## config.mk

```make
export PLATFORM = sky130hd
export DESIGN_NAME = bcd2bin16
export DESIGN_NICKNAME = d
export VERILOG_FILES = /design/src/rtl/bcd2bin16_pkg.sv /design/src/rtl/bcd2bin16_nibble_adj.sv /design/src/rtl/bcd2bin16.sv
export SDC_FILE = /design/constraint.sdc
export NUM_CORES = 1
export LEC_CHECK = 0
export CORE_MARGIN = 1.5
export CORE_UTILIZATION = 53
export DETAILED_ROUTE_END_ITERATION = 10
export PLACE_DENSITY = 0.91
export SETUP_SLACK_MARGIN = 0.2
export SLEW_MARGIN = 30
export SYNTH_ARGS = -nofsm -noshare
export SYNTH_HDL_FRONTEND = slang
export SYNTH_SLANG_ARGS = --single-unit
```

## constraint.sdc

```tcl
create_clock -name clk -period 1.8 [get_ports clk]
set_input_delay 0.54 -clock clk [delete_from_list [all_inputs] [get_ports clk]]
set_output_delay 0.54 -clock clk [all_outputs]
set_load 0.01 [all_outputs]
```

## src/rtl/bcd2bin16_pkg.sv

```systemverilog
// Shared types and constants for the 5-digit BCD to 16-bit binary converter.
package bcd2bin16_pkg;

  typedef enum logic [1:0] {
    IDLE  = 2'd0,
    SHIFT = 2'd1,
    DONE  = 2'd2
  } state_e;

  localparam int unsigned ITER    = 16;
  localparam int unsigned DIGITS  = 5;
  localparam int unsigned BIN_W   = 16;
  localparam int unsigned BCD_W   = 4 * DIGITS;
  localparam int unsigned WORK_W  = BCD_W + BIN_W;
  localparam int unsigned CNT_W   = 5;
  localparam int unsigned MAX_VAL = 65535;

  localparam logic [3:0] MAX_DIGIT = 4'd9;

endpackage

```

## src/rtl/bcd2bin16_nibble_adj.sv

```systemverilog
// Per-digit correction after a right shift: values >= 8 lose 3 (4-bit modular).
module bcd_nibble_adj (
  input  logic [3:0] x_i,
  output logic [3:0] y_c_o
);

  assign y_c_o = (x_i >= 4'd8) ? (x_i - 4'd3) : x_i;

endmodule

```

## src/rtl/bcd2bin16.sv

```systemverilog
// Serial BCD-to-binary converter (shift right, subtract 3), 16 shifts per result.
// Optional digit/overflow checking is enabled by defining BCD2BIN_CHECK_EN.
module bcd2bin16
  import bcd2bin16_pkg::*;
(
  input  logic             clk,
  input  logic             rst_n,
  input  logic             start,
  input  logic [3:0]       bcd0,
  input  logic [3:0]       bcd1,
  input  logic [3:0]       bcd2,
  input  logic [3:0]       bcd3,
  input  logic [3:0]       bcd4,
  output logic             busy,
  output logic             done,
  output logic [BIN_W-1:0] bin,
  output logic             err
);

  state_e            state_q;
  logic [CNT_W-1:0]  cnt_q;
  logic [WORK_W-1:0] work_q;
  logic [WORK_W-1:0] work_d;
  logic [WORK_W-1:0] shifted_c;
  logic [BCD_W-1:0]  bcd_adj_c;
  logic [BIN_W-1:0]  bin_q;
  logic              busy_q;
  logic              done_q;
  logic              err_q;
  logic              fin_err_c;
  logic              last_c;
  logic              accept_c;

  assign accept_c  = (state_q == IDLE) && start;
  assign shifted_c = {1'b0, work_q[WORK_W-1:1]};

  // Independent correction per BCD digit; no carry crosses digit boundaries.
  for (genvar g = 0; g < int'(DIGITS); g++) begin : g_adj
    bcd_nibble_adj u_adj (
      .x_i   (shifted_c[BIN_W + 4*g +: 4]),
      .y_c_o (bcd_adj_c[4*g +: 4])
    );
  end

  assign work_d = {bcd_adj_c, shifted_c[BIN_W-1:0]};
  assign last_c = (cnt_q == CNT_W'(ITER - 1));

`ifdef BCD2BIN_CHECK_EN
  logic dig_err_q;
  logic load_err_c;

  assign load_err_c = (bcd0 > MAX_DIGIT) | (bcd1 > MAX_DIGIT) | (bcd2 > MAX_DIGIT) |
                      (bcd3 > MAX_DIGIT) | (bcd4 > MAX_DIGIT);

  // Invalid digits are only observable at load time, so remember them.
  always_ff @(posedge clk or negedge rst_n) begin
    if (!rst_n) begin
      dig_err_q <= 1'b0;
    end else if (accept_c) begin
      dig_err_q <= load_err_c;
    end
  end

  // A nonzero residual BCD field means the value exceeded MAX_VAL.
  assign fin_err_c = dig_err_q | (|work_d[WORK_W-1:BIN_W]);
`else
  assign fin_err_c = 1'b0;
`endif

  // Conversion FSM with registered outputs.
  always_ff @(posedge clk or negedge rst_n) begin
    if (!rst_n) begin
      state_q <= IDLE;
      cnt_q   <= '0;
      work_q  <= '0;
      bin_q   <= '0;
      busy_q  <= 1'b0;
      done_q  <= 1'b0;
      err_q   <= 1'b0;
    end else begin
      done_q <= 1'b0;
      case (state_q)
        IDLE: begin
          if (accept_c) begin
            work_q  <= {bcd4, bcd3, bcd2, bcd1, bcd0, BIN_W'(0)};
            cnt_q   <= '0;
            busy_q  <= 1'b1;
            state_q <= SHIFT;
          end
        end
        SHIFT: begin
          work_q <= work_d;
          cnt_q  <= cnt_q + CNT_W'(1);
          if (last_c) begin
            state_q <= DONE;
            done_q  <= 1'b1;
            bin_q   <= fin_err_c ? '0 : work_d[BIN_W-1:0];
            err_q   <= fin_err_c;
          end
        end
        DONE: begin
          state_q <= IDLE;
          busy_q  <= 1'b0;
        end
        default: begin
          state_q <= IDLE;
          busy_q  <= 1'b0;
        end
      endcase
    end
  end

  assign busy = busy_q;
  assign done = done_q;
  assign bin  = bin_q;
  assign err  = err_q;

endmodule

```

# Word-level counts from Yosys, hierarchy flattened
# Index checks and enable logic that the tools add are counted.
word_totals:
  ff_bits: 61
  in_bits: 23
  out_inout_bits: 19
  wordCells: 45
classes:
  n_addsub: 6
  order_cmp: 5
  n_eq_ne: 4
  n_mux: 16
  bitwise_logic: 1
  n_reduce_logical: 7
op_table:
  columns: ["cell", "count"]
  rows:
  - ["$pmux W36 S2", 1]
  - ["$mux W36", 1]
  - ["$mux W4", 5]
  - ["$ge A4 B4 Y1 const B", 4]
  - ["$sub A4 B2 Y4 const B", 4]
  - ["$pmux W5 S2", 1]
  - ["$reduce_and A2 Y1", 4]
  - ["$add A5 B1 Y5 const B", 1]
  - ["$eq A5 B4 Y1 const B", 1]
  - ["$mux W5", 1]
  - ["$ge A3 B4 Y1 const B", 1]
  - ["$mux W2", 2]
  - ["$ne A2 B2 Y1 const B", 2]
  - ["$pmux W2 S2", 1]
  - ["$sub A3 B2 Y4 const B", 1]
  - ["$mux W1", 3]
  - ["$eq A2 B1 Y1 const B", 1]
  - ["$logic_not A2 Y1", 1]
  - ["$pmux W1 S2", 1]
  - ["$reduce_bool A2 Y1", 1]
  - ["$logic_and A1 B1 Y1", 1]
  - ["$not A1 Y1", 1]

# Depth between registers and ports, before layout
# Gate-level depths: netlist of run 1.
depth:
  ltp_word: 4
  ltp_mapped: 6

# By module
# Synthesis of run 1 repeated with hierarchy kept, for this count alone.
hier_totals:
  hier_cells: 247
  area_unflattened_um2: 2880.3
modules_own_cells:
  columns: ["mod", "instances", "cells_each", "area_per_inst_um2", "seq_area_each_um2"]
  rows:
  - ["bcd2bin16", 1, 192, 2498.6, 1501.4]
  - ["bcd_nibble_adj", 5, 11, 76.3, 0.0]

# Worst setup path after synthesis of run 1
# Ideal clock, no wire load.
synth_path:
  path_kind: "flip-flop to flip-flop"
  start: "register cnt_q[0]"
  end: "register bin_q[10], in the netlist bin[10]"
  setup_ns: 0.125
  t_arrival_ns: 1.492
  required_time_ns: 1.675
  setup_slack_ns: 0.184
  stages_incl_launch_ff: 7
  n_path_buf: 1
  period_less_slack_ns: 1.616
  cell_sequence: "dfrtp_1 -> ha_1 -> and3_1 -> ha_1 -> nand2_2 -> buf_6 -> mux2_2"
synth_via:
  elab_chain_len: 2
synth_rtl:
  columns: ["item", "line_no", "source"]
  rows:
  - ["start, declared", "bcd2bin16.sv:21", "logic [CNT_W-1:0] cnt_q;"]
  - ["start signal, assigned", "bcd2bin16.sv:93", "cnt_q <= cnt_q + CNT_W'(1);"]
  - ["$eq A5 B4 Y1", "bcd2bin16.sv:46", "assign last_c = (cnt_q == CNT_W'(ITER - 1));"]
  - ["$reduce_and A2 Y1 (no source line)", null, null]
  - ["end signal, assigned", "bcd2bin16.sv:97", "bin_q <= fin_err_c ? '0 : work_d[BIN_W-1:0];"]
  - ["end, declared", "bcd2bin16.sv:26", "logic [BIN_W-1:0] bin_q;"]
# No other way between the ends.
# A chain may end at the register's enable or synchronous reset.

# Worst setup path in the final report of run 1
layout_path:
  start: "register cnt_q[0]"
  end: "register bin_q[1], in the netlist bin[1]"
# Same word-level chain as after synthesis.

==> metrics.md, run 1 <==
| Metric | Value |
|---|---|
| Ys async rst share | `1.00` |
| Crit path capture type | `register` |
| Finished Cell Area | `between 3000 and 4000 um^2` |
| Prevailing post-synth register cell | `dfrtp_1` |
| Synthesized area | `around 2800 um^2` |
| Hold-fix buffers, CTS | `0` |
| Post-Synth XOR/XNOR Area | `0.0253` |
| Synth Area in Adders | `0.0452` |
| Critical Path Source Type | `register` |
| Post-synth net total | `273` |
| N_diodes | `0` |
| Die area | `5660 um^2` |
| Outcome | `finished clean` |
| FP Rows | `26` |
| DRT antenna net count | `0` |
| Sw frac | `0.356` |
| GR Util All Layers | `0.238` |
| Iteration-0 DRC Markers | `between 150 and 200` |
| Clock root buffer | `clkbuf_8` |
| Slowest stage delay, CP | `360 ps` |
| Largest family of logic cells by synthesized area | `compound AO/OA/AOI/OAI gates` |
| Register-to-register setup slack | `roughly 240 ps` |
| Layout cell share with drive strength beyond 1 | `0.209` |
| Total gr overflow | `0` |
| Cell chain of the critical path | `ha_2, and3_4, ha_4, nand2_8, inv_2, mux2_2` |
| Die Y | `approximately 75 um` |
| Largest net degree at the start of global routing | `34` |
| Post-synthesis mux area share | `0.0868` |
| Vias in the first global route | `2026` |
| Setup Crit Path Kind | `register to register` |
| Post-DP Area | `3360 um^2` |
| Skew final | `7.19 ps` |
| Longest Clk Path Bufs | `2` |
| Synth cell types | `36` |
| Synth warnings | `0` |
| Power Dens Cells | `about 1700 nW/um^2` |
| PortBufs | `40` |
| Post-synthesis register bit count | `60` |
| Period minus WS final | `1560 ps` |
| Combinational share of power | `0.413` |
| Total CTS buffers | `9` |
| HPWL Detailed | `4040 um` |
| Period utilization | `0.869` |
| Routed len/inst | `about 16 um` |
| Syn_area_per_cell | `11.5 um^2` |
| Net Sw Power | `2.20 mW` |
| Simple-gate share of the synthesized area | `0.0692` |
| Leakage power | `1.77 nW` |
| Nets | `330` |
| Int Pwr | `3.99 mW` |
| Max VDD drop | `1.09 mV` |
| Placed cell count | `351` |
| RSZ-0062 raised after global routing | `yes` |
| Critical path fanouts, max | `6` |
| Final setup TNS | `0 ps` |
| Finished Layout Cells | `371` |
| CTS tree | `built` |
| Clock latency on the worst-skew pair | `about 330 ps` |
| CORE AREA | `5070 um^2` |
| Final hold vios | `0` |
| CP required | `~2000 ps` |
| Final Max Slew Viols | `0` |
| H-tree depth | `3` |
| Layout area overhead | `31.0%` |
| Total iterations of the first detailed-routing run | `4` |
| Register area share after synthesis | `0.543` |
| Drt drc | `0` |
| Synthesized instance count | `240` |
| Clock-pin slew on the worst setup and hold paths | `70 ps` |
| Vias per inst | `5.53` |
| First-pass GRT wire length | `9860 um` |
| Starting Density | `0.545` |
| Flop pwr share | `0.397` |
| Hold WC Path Type | `input pin to asynchronous set/reset pin` |
| Area fraction in compound gates after synthesis | `0.176` |
| Clk network pwr share | `0.190` |
| Fmax | `between 600 and 700 MHz` |
| CP arrival | `between 1500 and 2000 ps` |
| Ports | `42` |
| Initial antenna violation count | `0` |
| DR vias | `2050` |
| Die X-Extent | `75.2 um` |
| Routability cong. | `0.860` |
| Slowest CP cell | `dfrtp_1` |
| MaxCap Viol Count | `0` |
| Setup violations, final | `0` |
| Post-synth EDFFs | `0` |
| Routed WL | `around 6100 um` |
| Sinks on Clock Net | `60` |
[repair_timing]
item	in CTS	in global routing
resized for setup	25	5
setup buffers	5	0
setup endpoints to repair	34	26
pin swaps	3	0
hold endpoints to repair	0	0
[critical path, delay by kind of cell, from the launching register on]
family | cells | cell delay (ps)
buffers and inverters | 1 | 120
DFF | 1 | 360
adders and majority gates | 2 | 350
muxes | 1 | 350
and+or+nand+nor | 2 | 270
[power by group through the flow]
stage / combinational (mW) / sequential (mW) / clock [mW]
after global placement: 2.36 / 2.44 / 0
after global routing: 2.82 / 2.53 / 1.26
after CTS: 2.52 / 2.45 / 1.20
after floorplan: 1.67 / 2.37 / 0
final: 2.56 / 2.46 / 1.18
after detailed placement: 2.50 / 2.47 / 0
[stage by stage]
step	setup WS, ps	utilization	power (mW)	hold WS (ps)
2_1_floorplan	203	-	4.04	244
3_3_place_gp	-6.03	0.662	4.79	447
3_5_place_dp	-39.5	0.662	4.97	456
4_1_cts	210	0.709	6.16	143
5_1_grt	179	0.714	6.62	157
6_report	236	0.714	6.19	143
[state kept, by name, summed over array words and instances (netlist names)]
signal	cells
work_q	35
cnt_q	5
busy	1
done	1
bin	16
state_q	2
[per-layer routing]
layer | wire [um] | share of wire | vias up | track usage
met1 | 2790 | 0.46 | 1035 | 0.309
met2 | 2970 | 0.49 | 47 | 0.385
met3 | 267 | 0.044 | 6 | 0.0750
li1 | - | - | 962 | -
met4 | 51 | 0.0084 | 0 | 0.0714
met5 | 0 | 0 | - | 0
[path summary, 6_finish.rpt]
check | start | to | depth (start not counted)
worst max-delay path | cnt_q[0]$_DFFE_PN0P_ | bin[1]$_DFFE_PN0P_ | 6
worst min-delay path | rst_n | work_q[16]$_DFFE_PN0P_ | 1
worst max register to register | cnt_q[0]$_DFFE_PN0P_ | bin[1]$_DFFE_PN0P_ | 6
worst min register to register | state_q[0]$_DFFE_PN0P_ | state_q[0]$_DFFE_PN0P_ | 1
max in group asynchronous | rst_n | bin[6]$_DFFE_PN0P_ | 2
min in group clk | state_q[0]$_DFFE_PN0P_ | state_q[0]$_DFFE_PN0P_ | 1
[final cells by class]
class                           instances  area, um^2
Fill cell                             394        1450
Inverter                               14        52.6
Clock buffer                           10         138
Clock inverter                          5        52.6
Sequential cell                        60        1500
Multi-Input combinational cell        149        1170
Timing Repair Buffer                   63         619
Tap cell                               70        87.6
[layout by cell type, fill, tap and decap left out, types with 10 or more instances in the layout]
cell	synthesis	layout
inv_1	12	12
mux2_2	16	14
buf_4	3	16
a21oi_1	12	12
dfrtp_1	60	60
clkbuf_8	0	10
dlygate4sd2_1	0	18
a22o_1	16	16
o22ai_1	12	12
nand2_1	18	18
clkdlybuf4s50_1	0	21
[cells in the mapped netlist, drive strengths merged, types with 5 or more instances]
cell type	number	area [um^2]
a21oi	12	60.1
a22o	16	140
buf	14	83.8
dfrtp	60	1500
ha	10	125
inv	13	48.8
mux2	16	180
mux2i	6	60.1
nand2	19	73.8
nor2	6	22.5
nor2b	7	43.8
o21ai	8	40.0
o22ai	12	75.1
o31ai	5	37.5
[kinds of logic (layout without fill, tap and decap cells)]
kind of cell / Yosys count / count (layout)
XOR/XNOR: 8 / 8
AND/OR/NAND/NOR: 40 / 40
adder cells (fa/ha/maj): 10 / 10
buffers and inverters: 31 / 92
other: 1 / 1
multiplexers: 22 / 22
flip-flops: 60 / 60
AO/OA/AOI/OAI: 68 / 68
Note: power is estimated with default switching activity, not from simulation.
==> run 2, diff against run 1 <==
--- a/config.mk
+++ b/config.mk
@@ -5,6 +5,7 @@
 export SDC_FILE = /design/constraint.sdc
 export NUM_CORES = 1
 export LEC_CHECK = 0
+export ABC_AREA = 0
 export CORE_MARGIN = 1.5
 export CORE_UTILIZATION = 53
 export DETAILED_ROUTE_END_ITERATION = 10
==> results of run 2 <==
The final DEF is identical to that of run 1; final timing and power are the same.
